`config.mk`:
```
export PLATFORM = sky130hd
export DESIGN_NAME = kmc_npr_xfer
export DESIGN_NICKNAME = d
export VERILOG_FILES = /design/src/rtl/kmc_npr_xfer.sv
export SDC_FILE = /design/constraint.sdc
export NUM_CORES = 1
export LEC_CHECK = 0
export BUFFER_PORTS_ARGS = -buffer_cell sky130_fd_sc_hd__clkbuf_2
export CORE_ASPECT_RATIO = 0.75
export CORE_MARGIN = 8
export CORE_UTILIZATION = 51
export CTS_CLUSTER_SIZE = 40
export DETAILED_ROUTE_END_ITERATION = 7
export GPL_TIMING_DRIVEN = 0
export PLACE_DENSITY = 0.84
export SYNTH_ARGS = -nofsm -noshare
export SYNTH_HDL_FRONTEND = slang
export SYNTH_SLANG_ARGS = --single-unit
export TNS_END_PERCENT = 30
```
`constraint.sdc`:
```
create_clock -name clk -period 5.2 [get_ports clk]
set_input_delay 0.78 -clock clk [delete_from_list [all_inputs] [get_ports clk]]
set_output_delay 0.78 -clock clk [all_outputs]
set_load 0.03 [all_outputs]
```
`src/rtl/kmc_npr_xfer.sv`:
```
// ---------------------------------------------------------------------------
// kmc_npr_xfer
//
// Bus-side NPR (DMA) transfer engine of the KMC11. It sits directly behind
// the NPR Control Register: a rising edge of the NPR request starts exactly
// one word or byte transfer. The engine requests the device bus, waits for
// the grant/acknowledge, and (for reads) waits for read data. The transfer
// then completes with a one-cycle done pulse. If the bus does not respond
// within NXMCYC cycles, the transfer ends with a non-existent-memory pulse
// instead. That pulse is raised together with done, so microcode can always
// clear NPRRQ on done.
//
// Parameters
//   NXMCYC     grant/ack/data timeout in clock cycles
//   AW         bus address width (16-bit offset + 2-bit extension)
//
// Ports
//   clk        system clock
//   rst        asynchronous reset, active-low
//   kmcINIT    synchronous initialize, active-high (same clearing as rst)
//   nprREQ     NPR request level (NPRC bit 0); rising edge starts a transfer
//   nprOUT     1 = write to bus, 0 = read from bus
//   nprBYTE    byte transfer
//   nprBAEI    address extension for reads
//   nprBAEO    address extension for writes
//   kmcIBA     read bus address
//   kmcOBA     write bus address
//   kmcODAT    write data
//   busREQO    bus request
//   busACKI    bus grant/acknowledge
//   busDATVI   read data valid
//   busDATAI   bus read data
//   busADDRO   bus address (held for the whole transfer)
//   busWRO     write qualifier (held for the whole transfer)
//   busBYTEO   byte cycle (held for the whole transfer)
//   busDATAO   bus write data (held for the whole transfer)
//   kmcIDAT    captured read data
//   kmcNPRDONE one-cycle completion pulse (also raised on NXM)
//   kmcNXM     one-cycle non-existent-memory pulse
// ---------------------------------------------------------------------------
module kmc_npr_xfer #(
    parameter int NXMCYC = 200,
    parameter int AW     = 18
) (
    input  logic          clk,
    input  logic          rst,
    input  logic          kmcINIT,
    input  logic          nprREQ,
    input  logic          nprOUT,
    input  logic          nprBYTE,
    input  logic [1:0]    nprBAEI,
    input  logic [1:0]    nprBAEO,
    input  logic [15:0]   kmcIBA,
    input  logic [15:0]   kmcOBA,
    input  logic [15:0]   kmcODAT,
    output logic          busREQO,
    input  logic          busACKI,
    input  logic          busDATVI,
    input  logic [15:0]   busDATAI,
    output logic [AW-1:0] busADDRO,
    output logic          busWRO,
    output logic          busBYTEO,
    output logic [15:0]   busDATAO,
    output logic [15:0]   kmcIDAT,
    output logic          kmcNPRDONE,
    output logic          kmcNXM
);

    localparam int            CW         = $clog2(NXMCYC + 1);
    localparam logic [CW-1:0] CNT_RELOAD = CW'(NXMCYC);

    typedef enum logic [2:0] {
        ST_IDLE,
        ST_REQ,
        ST_RDWT,
        ST_DONE,
        ST_NXM
    } state_t;

    state_t         r_state;
    state_t         w_state_nxt;

    logic           r_req_q;     // previous nprREQ, for rising-edge detect
    logic [CW-1:0]  r_cnt;       // cycles left before NXM
    logic [AW-1:0]  r_addr;
    logic           r_wr;
    logic           r_byte;
    logic [15:0]    r_dato;
    logic [15:0]    r_idat;

    logic           w_start;
    logic           w_latch;
    logic           w_cnt_load;
    logic           w_cnt_dec;
    logic           w_capture;
    logic           w_busreq;
    logic           w_done;
    logic           w_nxm;
    logic [AW-1:0]  w_addr_sel;
    logic [15:0]    w_dato_sel;
    logic [15:0]    w_rd_sel;

    // Only a rising edge starts a transfer. r_req_q tracks nprREQ in every
    // state, so a request held high through completion cannot retrigger.
    assign w_start = nprREQ & ~r_req_q;

    assign w_addr_sel = nprOUT ? AW'({nprBAEO, kmcOBA}) : AW'({nprBAEI, kmcIBA});
    assign w_dato_sel = nprBYTE ? {kmcODAT[7:0], kmcODAT[7:0]} : kmcODAT;

    // A byte read returns the addressed lane right-justified and zero-extended.
    assign w_rd_sel = r_byte ? {8'h00, (r_addr[0] ? busDATAI[15:8] : busDATAI[7:0])}
                             : busDATAI;

    // ------------------------------------------------------------------
    // State register
    // ------------------------------------------------------------------
    // NOTE: sequential state is assigned with non-blocking (<=) so every
    // register samples the pre-edge value of every other register.
    always_ff @(posedge clk or negedge rst) begin
        if (!rst) begin
            r_state <= ST_IDLE;
        end else if (kmcINIT) begin
            r_state <= ST_IDLE;
        end else begin
            r_state <= w_state_nxt;
        end
    end

    // ------------------------------------------------------------------
    // Next-state and output decode
    // ------------------------------------------------------------------
    // NOTE: every signal driven here gets a default first; a path that
    // left one unassigned would infer a latch.
    always_comb begin
        w_state_nxt = r_state;
        w_latch     = 1'b0;
        w_cnt_load  = 1'b0;
        w_cnt_dec   = 1'b0;
        w_capture   = 1'b0;
        w_busreq    = 1'b0;
        w_done      = 1'b0;
        w_nxm       = 1'b0;

        case (r_state)
            ST_IDLE: begin
                if (w_start) begin
                    w_latch     = 1'b1;
                    w_cnt_load  = 1'b1;
                    w_state_nxt = ST_REQ;
                end
            end

            ST_REQ: begin
                w_busreq = 1'b1;
                // An ack arriving on the expiry cycle is tested first and wins.
                if (busACKI) begin
                    w_state_nxt = r_wr ? ST_DONE : ST_RDWT;
                end else if (r_cnt != '0) begin
                    w_cnt_dec = 1'b1;
                end else begin
                    w_state_nxt = ST_NXM;
                end
            end

            ST_RDWT: begin
                // The timeout continues from where REQ left it, so the whole
                // transfer is bounded by NXMCYC, not each phase separately.
                w_busreq = 1'b1;
                if (busDATVI) begin
                    w_capture   = 1'b1;
                    w_state_nxt = ST_DONE;
                end else if (r_cnt != '0) begin
                    w_cnt_dec = 1'b1;
                end else begin
                    w_state_nxt = ST_NXM;
                end
            end

            ST_DONE: begin
                w_done      = 1'b1;
                w_cnt_load  = 1'b1;
                w_state_nxt = ST_IDLE;
            end

            ST_NXM: begin
                w_done      = 1'b1;
                w_nxm       = 1'b1;
                w_cnt_load  = 1'b1;
                w_state_nxt = ST_IDLE;
            end

            default: begin
                w_state_nxt = ST_IDLE;
            end
        endcase
    end

    // ------------------------------------------------------------------
    // Timeout counter, transfer latches and read-data capture
    // ------------------------------------------------------------------
    always_ff @(posedge clk or negedge rst) begin
        if (!rst) begin
            r_req_q <= 1'b0;
            r_cnt   <= CNT_RELOAD;
            r_addr  <= '0;
            r_wr    <= 1'b0;
            r_byte  <= 1'b0;
            r_dato  <= '0;
            r_idat  <= '0;
        end else if (kmcINIT) begin
            r_req_q <= 1'b0;
            r_cnt   <= CNT_RELOAD;
            r_addr  <= '0;
            r_wr    <= 1'b0;
            r_byte  <= 1'b0;
            r_dato  <= '0;
            r_idat  <= '0;
        end else begin
            r_req_q <= nprREQ;

            // Loads and decrements are mutually exclusive by state, and a
            // decrement is only issued for a non-zero count: no wrap.
            if (w_cnt_load) begin
                r_cnt <= CNT_RELOAD;
            end else if (w_cnt_dec) begin
                r_cnt <= r_cnt - 1'b1;
            end

            if (w_latch) begin
                r_addr <= w_addr_sel;
                r_wr   <= nprOUT;
                r_byte <= nprBYTE;
                r_dato <= w_dato_sel;
            end

            if (w_capture) begin
                r_idat <= w_rd_sel;
            end
        end
    end

    assign busREQO    = w_busreq;
    assign busADDRO   = r_addr;
    assign busWRO     = r_wr;
    assign busBYTEO   = r_byte;
    assign busDATAO   = r_dato;
    assign kmcIDAT    = r_idat;
    assign kmcNPRDONE = w_done;
    assign kmcNXM     = w_nxm;

endmodule
```
==> Yosys cells after proc, flatten, opt, wreduce, memory -nomap -nowiden <==
Cells that the tools add are included.
{ "totals": {"input_bits": 76, "out_inout_bits": 55, "word_cells": 60, "ff_bits": 64} }
{ "classes": {"bitwise_logic": 2, "add_sub_neg": 1, "reduce_logical": 7, "eq_ne": 5, "mux": 37} }
{ "op_table": {"columns": ["operator", "n"], "rows": [
  ["16-bit two-way mux", 6],
  ["18-bit two-way mux", 3],
  ["8-bit two-way mux", 4],
  ["1-bit two-way mux", 16],
  ["3-bit two-way mux", 5],
  ["3-bit case mux with 3 select lines", 1],
  ["8-bit nonzero test", 1],
  ["8-bit by 1-bit subtractor with 8-bit output, second input constant", 1],
  ["3-bit by 2-bit == test with 1-bit output, second input constant", 2],
  ["1-bit case mux with 2 select lines", 2],
  ["2-bit nonzero test", 2],
  ["2-bit OR reduction", 2],
  ["3-bit by 1-bit == test with 1-bit output, second input constant", 1],
  ["3-bit == test, second input constant", 1],
  ["3-bit logical NOT", 1],
  ["3-bit inequality test, second input constant", 1],
  ["3-bit nonzero test", 1],
  ["1-bit AND", 1],
  ["1-bit NOT", 1]
]} }

==> Logic depth before layout (Yosys ltp) <==
Gate-level depths: netlist of the first run.
{ "logic_depth": {"word_depth": 7, "ltp_mapped": 6, "ltp_nobuf": 6} }

==> Worst setup path after synthesis of the first run <==
OpenSTA, ideal clock, no wires.
{ "synth_timing": {"kind": "input-to-reg", "startpoint": "input port busDATVI", "endpoint": "register r_cnt[5]", "setup_ps": 78, "cell_stages": 4, "t_arrival_ps": 2139, "n_path_buf": 0, "setup_slack_ps": 2983, "cell_sequence": "or3b_4 > a2111o_1 > or4_1 > a21oi_1"} }
{ "synth_via": {"elab_chain_len": 3} }
{ "synth_rtl": {"columns": ["item", "line", "source"], "rows": [
  ["start: declaration", "58", "input logic busDATVI,"],
  ["1-bit two-way mux", "169", "if (busDATVI) begin"],
  ["1-bit case mux with 2 select lines", "144", "case (r_state)"],
  ["3-bit nonzero test (no line)", null, null],
  ["end signal: assignment", "226", "r_cnt <= r_cnt - 1'b1;"],
  ["end: declaration", "84", "logic [CW-1:0] r_cnt;"]
]} }
No other way between the ends.
A chain may end at the register's enable or synchronous reset.

==> Worst setup path in the final report of the first run <==
{ "layout_timing": {"startpoint": "register r_state[2]", "endpoint": "output port kmcNPRDONE"} }
{ "layout_via": {"elab_chain_len": 3, "word_cells_on_any_way": 4, "classes_between": "eq/ne: 2; mux: 1; reduce/logical: 1"} }
{ "layout_rtl": {"columns": ["item", "line", "source"], "rows": [
  ["start: declaration", "80", "state_t r_state;"],
  ["start signal: assignment", "125", "r_state <= w_state_nxt;"],
  ["3-bit == test or 3-bit by 2-bit == test with 1-bit output (tied branches)", "144", null],
  ["2-bit OR reduction (no line) (*)", null, null],
  ["1-bit two-way mux (*)", "144", null],
  ["end: declaration", "65", "output logic kmcNPRDONE,"]
]} }
Mark *: on every way between the ends. The rest lies on a longest branch, timed or not.

==> results of run 1 <==
==> area by class of cell <==
class	instances	area (um^2)
Tap cell	78	97.59
Buffer	19	80.08
Sequential cell	64	1605
Timing Repair Buffer	128	643.1
Fill cell	479	1826
Clock inverter	2	12.51
Inverter	5	18.77
Clock buffer	14	172.7
Multi-Input combinational cell	212	1340
==> worst min path at each step <==
| stage | endpoint | slack (ns) | cells after the start |
|---|---|---|---|
| finish | busADDRO[4]$_DFFE_PN0P_ | 0.48 | 2 |
| global route | busDATAO[10]$_DFFE_PN0P_ | 0.52 | 2 |
| CTS | busADDRO[4]$_DFFE_PN0P_ | 0.49 | 2 |
| detailed placement | busDATAO[10]$_DFFE_PN0P_ | 0.47 | 2 |
| global placement | busDATAO[15]$_DFFE_PN0P_ | 0.46 | 2 |
| floorplan | busADDRO[0]$_DFFE_PN0P_ | 0.48 | 0 |
==> report_power, final <==
group,switching (mW),internal (mW),leakage [nW]
clock network,0.188,0.212,0.0927
registers,0.0405,0.560,0.864
logic,0.296,0.151,1.07
==> sequential cells by signal, summed over array words and instances (netlist names) <==
signal    flops
busBYTEO      1
busDATAO     16
r_cnt         8
busADDRO     18
busWRO        1
r_req_q       1
kmcIDAT      16
r_state       3
==> critical path, cell delays in order (launching register included) <==
cell,delay [ns]
dfrtp_1,0.43
clkbuf_1,0.38
nand2_1,0.14
nand2_1,0.10
clkbuf_2,0.20
==> per-layer routing <==
| metal | vias to the layer above | wire length [um] | global-route usage [%] |
|---|---|---|---|
| met4 | 0 | 168 | 10.21 |
| met3 | 14 | 678 | 7.485 |
| met5 | - | 0 | 0 |
| li1 | 1356 | - | - |
| met2 | 123 | 4056 | 30.86 |
| met1 | 1342 | 3696 | 24.92 |
==> cell families after synthesis <==
logic type,after synthesis
AO/OA/AOI/OAI,71
XOR/XNOR,2
adder cells (fa/ha/maj),2
buffers and inverters,24
flip-flops,64
multiplexers,28
AND/OR/NAND/NOR,109
==> placed cells by master, fill, tap and decap left out, drive strengths merged, types with 2 or more instances in the layout <==
cell,n
nand2,47
buf,5
a22o,10
xnor2,2
nand2b,2
nand3,11
nand4b,2
dfrtp,61
or3,2
a311oi,8
nor4b,2
or3b,3
nor3,5
or4,2
nand3b,10
dfstp,3
a21oi,13
mux2i,28
inv,5
nor2,16
and3,3
ha,2
o21ai,29
nor2b,3
clkbuf,156
==> flow_summary.ini, run 1 <==
[status]
outcome = finished, final reports clean

[synth]
syn_nets = 378
synth-async-reset-ratio_pct = 100.0
avgSynthCellArea_um2 = 10.15
synthDistinctLibCells = 41
synth_edf_count = 0
synth_fa_ha_area_share_pct = 0.8220
netlist_top_cells_count = dfrtp_1 (61), nand2_1 (47), o21ai_0 (29)
synthSimpleGateAreaFrac_pct = 18.08
yosysTopAreaCellShare_pct = 50.14
synth_mux_area_share_pct = 9.207
synth-xor-area-share_pct = 0.5754
syn-instance-count = 300
ys_seq_area_share_pct = 52.73
synth_top_family_by_area = simple AND/OR/NAND/NOR gates
synth_compound_area_share_pct = 15.33
synth_top_flop_cell = dfrtp_1
synthTopCellsByArea = dfrtp_1 (50%), mux2i_1 (9.2%), nand2_1 (5.8%)
synth_top_cell_by_area = dfrtp_1
synth_area_um2 = 3044
yosys_register_bits = 64
yosysWarnings = 0
synth_most_common_cell = dfrtp_1

[clocking]
clock_sinks = 64
post-cts-setup-buffers = 0
cts_made_buffers = 9
clk_pin_slew_ns = 0.07
cts_resized = 0
clockRootBuffer = clkbuf_8
htree_levels = 3
cts_buffer_depth = 2
cts_tree = yes
clock_latency_ns = 0.34
ctsHoldBuffers = 0

[grt]
grt_pass1_vias = 3034
grt.overflow.total = 0
grt_pass1_wl_mm = 14.49
grt_use_total_pct = 20.35
antenna_found_initial = 0
grt_max_degree = 65

[pwr]
p_leak_nw = 2.029
vdd_drop_max_mv = 0.1976
p_per_area_nw_per_um2 = 364.7
finalPower_mw = 1.448

[setup_path]
r2r_start = r_state[2]$_DFFE_PN0P_
rrSetupSlack_ns = 2.89
regToRegEndpoint = busDATAO[12]$_DFFE_PN0P_
cp-startpoint = r_state[2]$_DFFE_PN0P_
endpoint = kmcNPRDONE
critPathLaunchType = flip-flop
cp_max_fo = 10
crit_type = flip-flop to output pin
rr_worst_depth = 6
crit_path_end_kind = output pin
cp_data_arrival_time_ns = 1.59
crit_required_ns = 4.42

[sta]
holdWs_ns = 0.4833
slew_headroom_pct = 41.93
fmax_ghz = 0.4218
finalHoldViolations = 0
slew_violations = 0
setup_tns_ns = 0
finalWorstSetupSlack_ns = 2.829
tightest_slew_ns = 0.8670
fin_crit_sh_pct = 45.60
rsz0062_at_grt = false
setup_violations = 0
period_minus_slack_ns = 2.371
skew_ns = 0.005133

[route]
drcViolationCount = 0
via_per_inst = 5.431
drtIter0Drc = 135
wire_per_inst_um = 16.47
antenna_left = 0
via_count = 2835
dr.pass1.iters = 5
routed_wl_mm = 8.599

[die]
core_area_um2 = 5796
die_x_um = 105.2
design.die.area_um2 = 8723
io_pins = 131
die_h_um = 82.91
start_util_pct = 52.53
fp-row-count = 24

[layout]
final_core_util_pct = 68.50
design_area_um2 = 3970
finalNonFillerCells = 522
fin_nets = 517
synthToLayoutAreaGrowth_pct = 30.42
diodes = 0
drive_gt1_share_pct = 34.23

[place]
dpl-instance-area_um2 = 3785
post-place-ws_ns = 2.748
port_buffers = 128
gp_routability_congestion = 0.8061
dp_hpwl_mm = 6.580
placed_cells_incl_taps = 506

[flow_run]
maxCapViolCount = 0

[worst_hold_path]
hold_class = flip-flop to flip-flop
min_from = busADDRO[4]$_DFFE_PN0P_
(Power assumes the default switching activity.)
==> run 2, diff against run 1 <==
--- a/config.mk
+++ b/config.mk
@@ -8,11 +8,11 @@
 export BUFFER_PORTS_ARGS = -buffer_cell sky130_fd_sc_hd__clkbuf_2
 export CORE_ASPECT_RATIO = 0.75
 export CORE_MARGIN = 8
-export CORE_UTILIZATION = 51
+export CORE_UTILIZATION = 48
 export CTS_CLUSTER_SIZE = 40
 export DETAILED_ROUTE_END_ITERATION = 7
 export GPL_TIMING_DRIVEN = 0
-export PLACE_DENSITY = 0.84
+export PLACE_DENSITY = 0.8
 export SYNTH_ARGS = -nofsm -noshare
 export SYNTH_HDL_FRONTEND = slang
 export SYNTH_SLANG_ARGS = --single-unit
==> constraint.sdc (replaced) <==
create_clock -name clk -period 2.2 [get_ports clk]
set_input_delay 0.33 -clock clk [delete_from_list [all_inputs] [get_ports clk]]
set_output_delay 0.33 -clock clk [all_outputs]
set_load 0.03 [all_outputs]
==> run 2 against run 1 <==
Compared with the run above:
- critical path depth grew 1
- critical path type is now flip-flop to flip-flop
- via count shrank 0.99%
- register-to-register slack lost 2.8 ns
- clock-buffer cell count shrank 2
- sequential share of layout area shrank 0.71 points
- largest power group unchanged
==> flow_summary.ini, run 2 (synthesized netlist as in run 1, its figures left out) <==
[status]
outcome = finished, final reports clean

[clocking]
clock_latency_ns = 0.34
cts_tree = yes
htree_levels = 3
cts_made_buffers = 9
clockRootBuffer = clkbuf_8
clock_sinks = 64
cts_buffer_depth = 2
clk_pin_slew_ns = 0.07
post-cts-setup-buffers = 0
ctsHoldBuffers = 0

[sta]
finalWorstSetupSlack_ns = 0.1247
slew_headroom_pct = 41.49
setup_tns_ns = 0
fmax_ghz = 0.4819
finalHoldViolations = 0
holdWs_ns = 0.1139
period_minus_slack_ns = 2.075
tightest_slew_ns = 0.8776
rsz0062_at_grt = true
setup_violations = 0
slew_violations = 0
skew_ns = 0.008938
fin_crit_sh_pct = 94.33

[place]
port_buffers = 128
dpl-instance-area_um2 = 3789
gp_routability_congestion = 0.8183
placed_cells_incl_taps = 509
dp_hpwl_mm = 6.560
post-place-ws_ns = -0.1081

[die]
die_x_um = 108.0
start_util_pct = 48.90
fp-row-count = 25
io_pins = 131
design.die.area_um2 = 9172
die_h_um = 84.97
core_area_um2 = 6225

[layout]
design_area_um2 = 4041
largest_reg_flops = 18
final_common_cell = clkbuf_2
finalNonFillerCells = 525
drive_gt1_share_pct = 35.81
layout_common_cells = clkbuf_2 (130), dfrtp_1 (61), nand2_1 (47), o21ai_0 (29), mux2i_1 (28)
fin_nets = 517
synthToLayoutAreaGrowth_pct = 32.76
final_core_util_pct = 64.92
diodes = 0

[setup_path]
critPathLaunchType = flip-flop
worst-path-buf-inv = 1
cpLargestDelayFamily = simple AND/OR/NAND/NOR gates
cp_slowest_cell = a2111o_1
path_cells = buf_6 > or3b_4 > a2111o_1 > or4_1 > a21oi_1
crit_required_ns = 2.46
cp_max_fo = 10
crit_path_end_kind = flip-flop
crit_type = flip-flop to flip-flop
crit_path_max_incr_delay_ns = 0.49
cp_data_arrival_time_ns = 2.34

[route]
drcViolationCount = 0
via_per_inst = 5.347
dr.pass1.iters = 4
drtIter0Drc = 122
antenna_left = 0
wire_per_inst_um = 16.41
routed_wl_mm = 8.613
via_count = 2807

[grt]
grt_max_degree = 65
grt.overflow.total = 0
grt_pass1_wl_mm = 13.81
antenna_found_initial = 0
grt_use_total_pct = 18.61
grt_pass1_vias = 2856

[pwr]
finalPower_mw = 3.640
vdd_drop_max_mv = 0.4726
p_per_area_nw_per_um2 = 900.6
p_leak_nw = 2.062

[worst_hold_path]
hold_class = primary input to asynchronous set/reset pin

[flow_run]
maxCapViolCount = 0
-- run 2: timing repair --
| item | in CTS | in global routing |
|---|---|---|
| endpoints found under the setup margin | 30 | 19 |
| gates resized for setup | 1 | 8 |
| hold endpoints to repair | 0 | 0 |
-- run 2: power breakdown --
part	internal, mW	switching, mW	total [mW]
Clock	0.703	0.451	1.15
Combinational	0.361	0.705	1.07
Sequential	1.32	0.0959	1.42
Total	2.39	1.25	3.64
-- run 2: worst paths after layout --
check                                        start                      end  slack [ns]  cells after the start
max reg2reg                 r_state[0]$_DFFE_PN0P_     r_cnt[5]$_DFFE_PN0P_        0.12                      5
max in group asynchronous                      rst     r_cnt[2]$_DFFE_PN0P_        1.49                      1
min in group clk                            nprREQ        r_req_q$_DFF_PN0_        0.23                      2
min reg2reg                busADDRO[5]$_DFFE_PN0P_  busADDRO[5]$_DFFE_PN0P_        0.48                      2
min                                            rst  busADDRO[9]$_DFFE_PN0P_        0.11                      1
max                         r_state[0]$_DFFE_PN0P_     r_cnt[5]$_DFFE_PN0P_        0.12                      5
-- run 2: final cells by class --
cell class / count / area [um^2]
Buffer: 19 / 83.83
Clock buffer: 12 / 155.1
Clock inverter: 4 / 76.32
Fill cell: 542 / 2183
Inverter: 5 / 18.77
Multi-Input combinational cell: 212 / 1358
Sequential cell: 64 / 1605
Tap cell: 81 / 101.3
Timing Repair Buffer: 128 / 643.1
-- run 2: layer usage --
layer,up-vias,wire length [um],global-route usage [%]
li1,1354,-,-
met5,-,0,0
met3,8,630,6.813
met4,0,79,4.146
met2,95,4116,28.98
met1,1350,3786,23.97
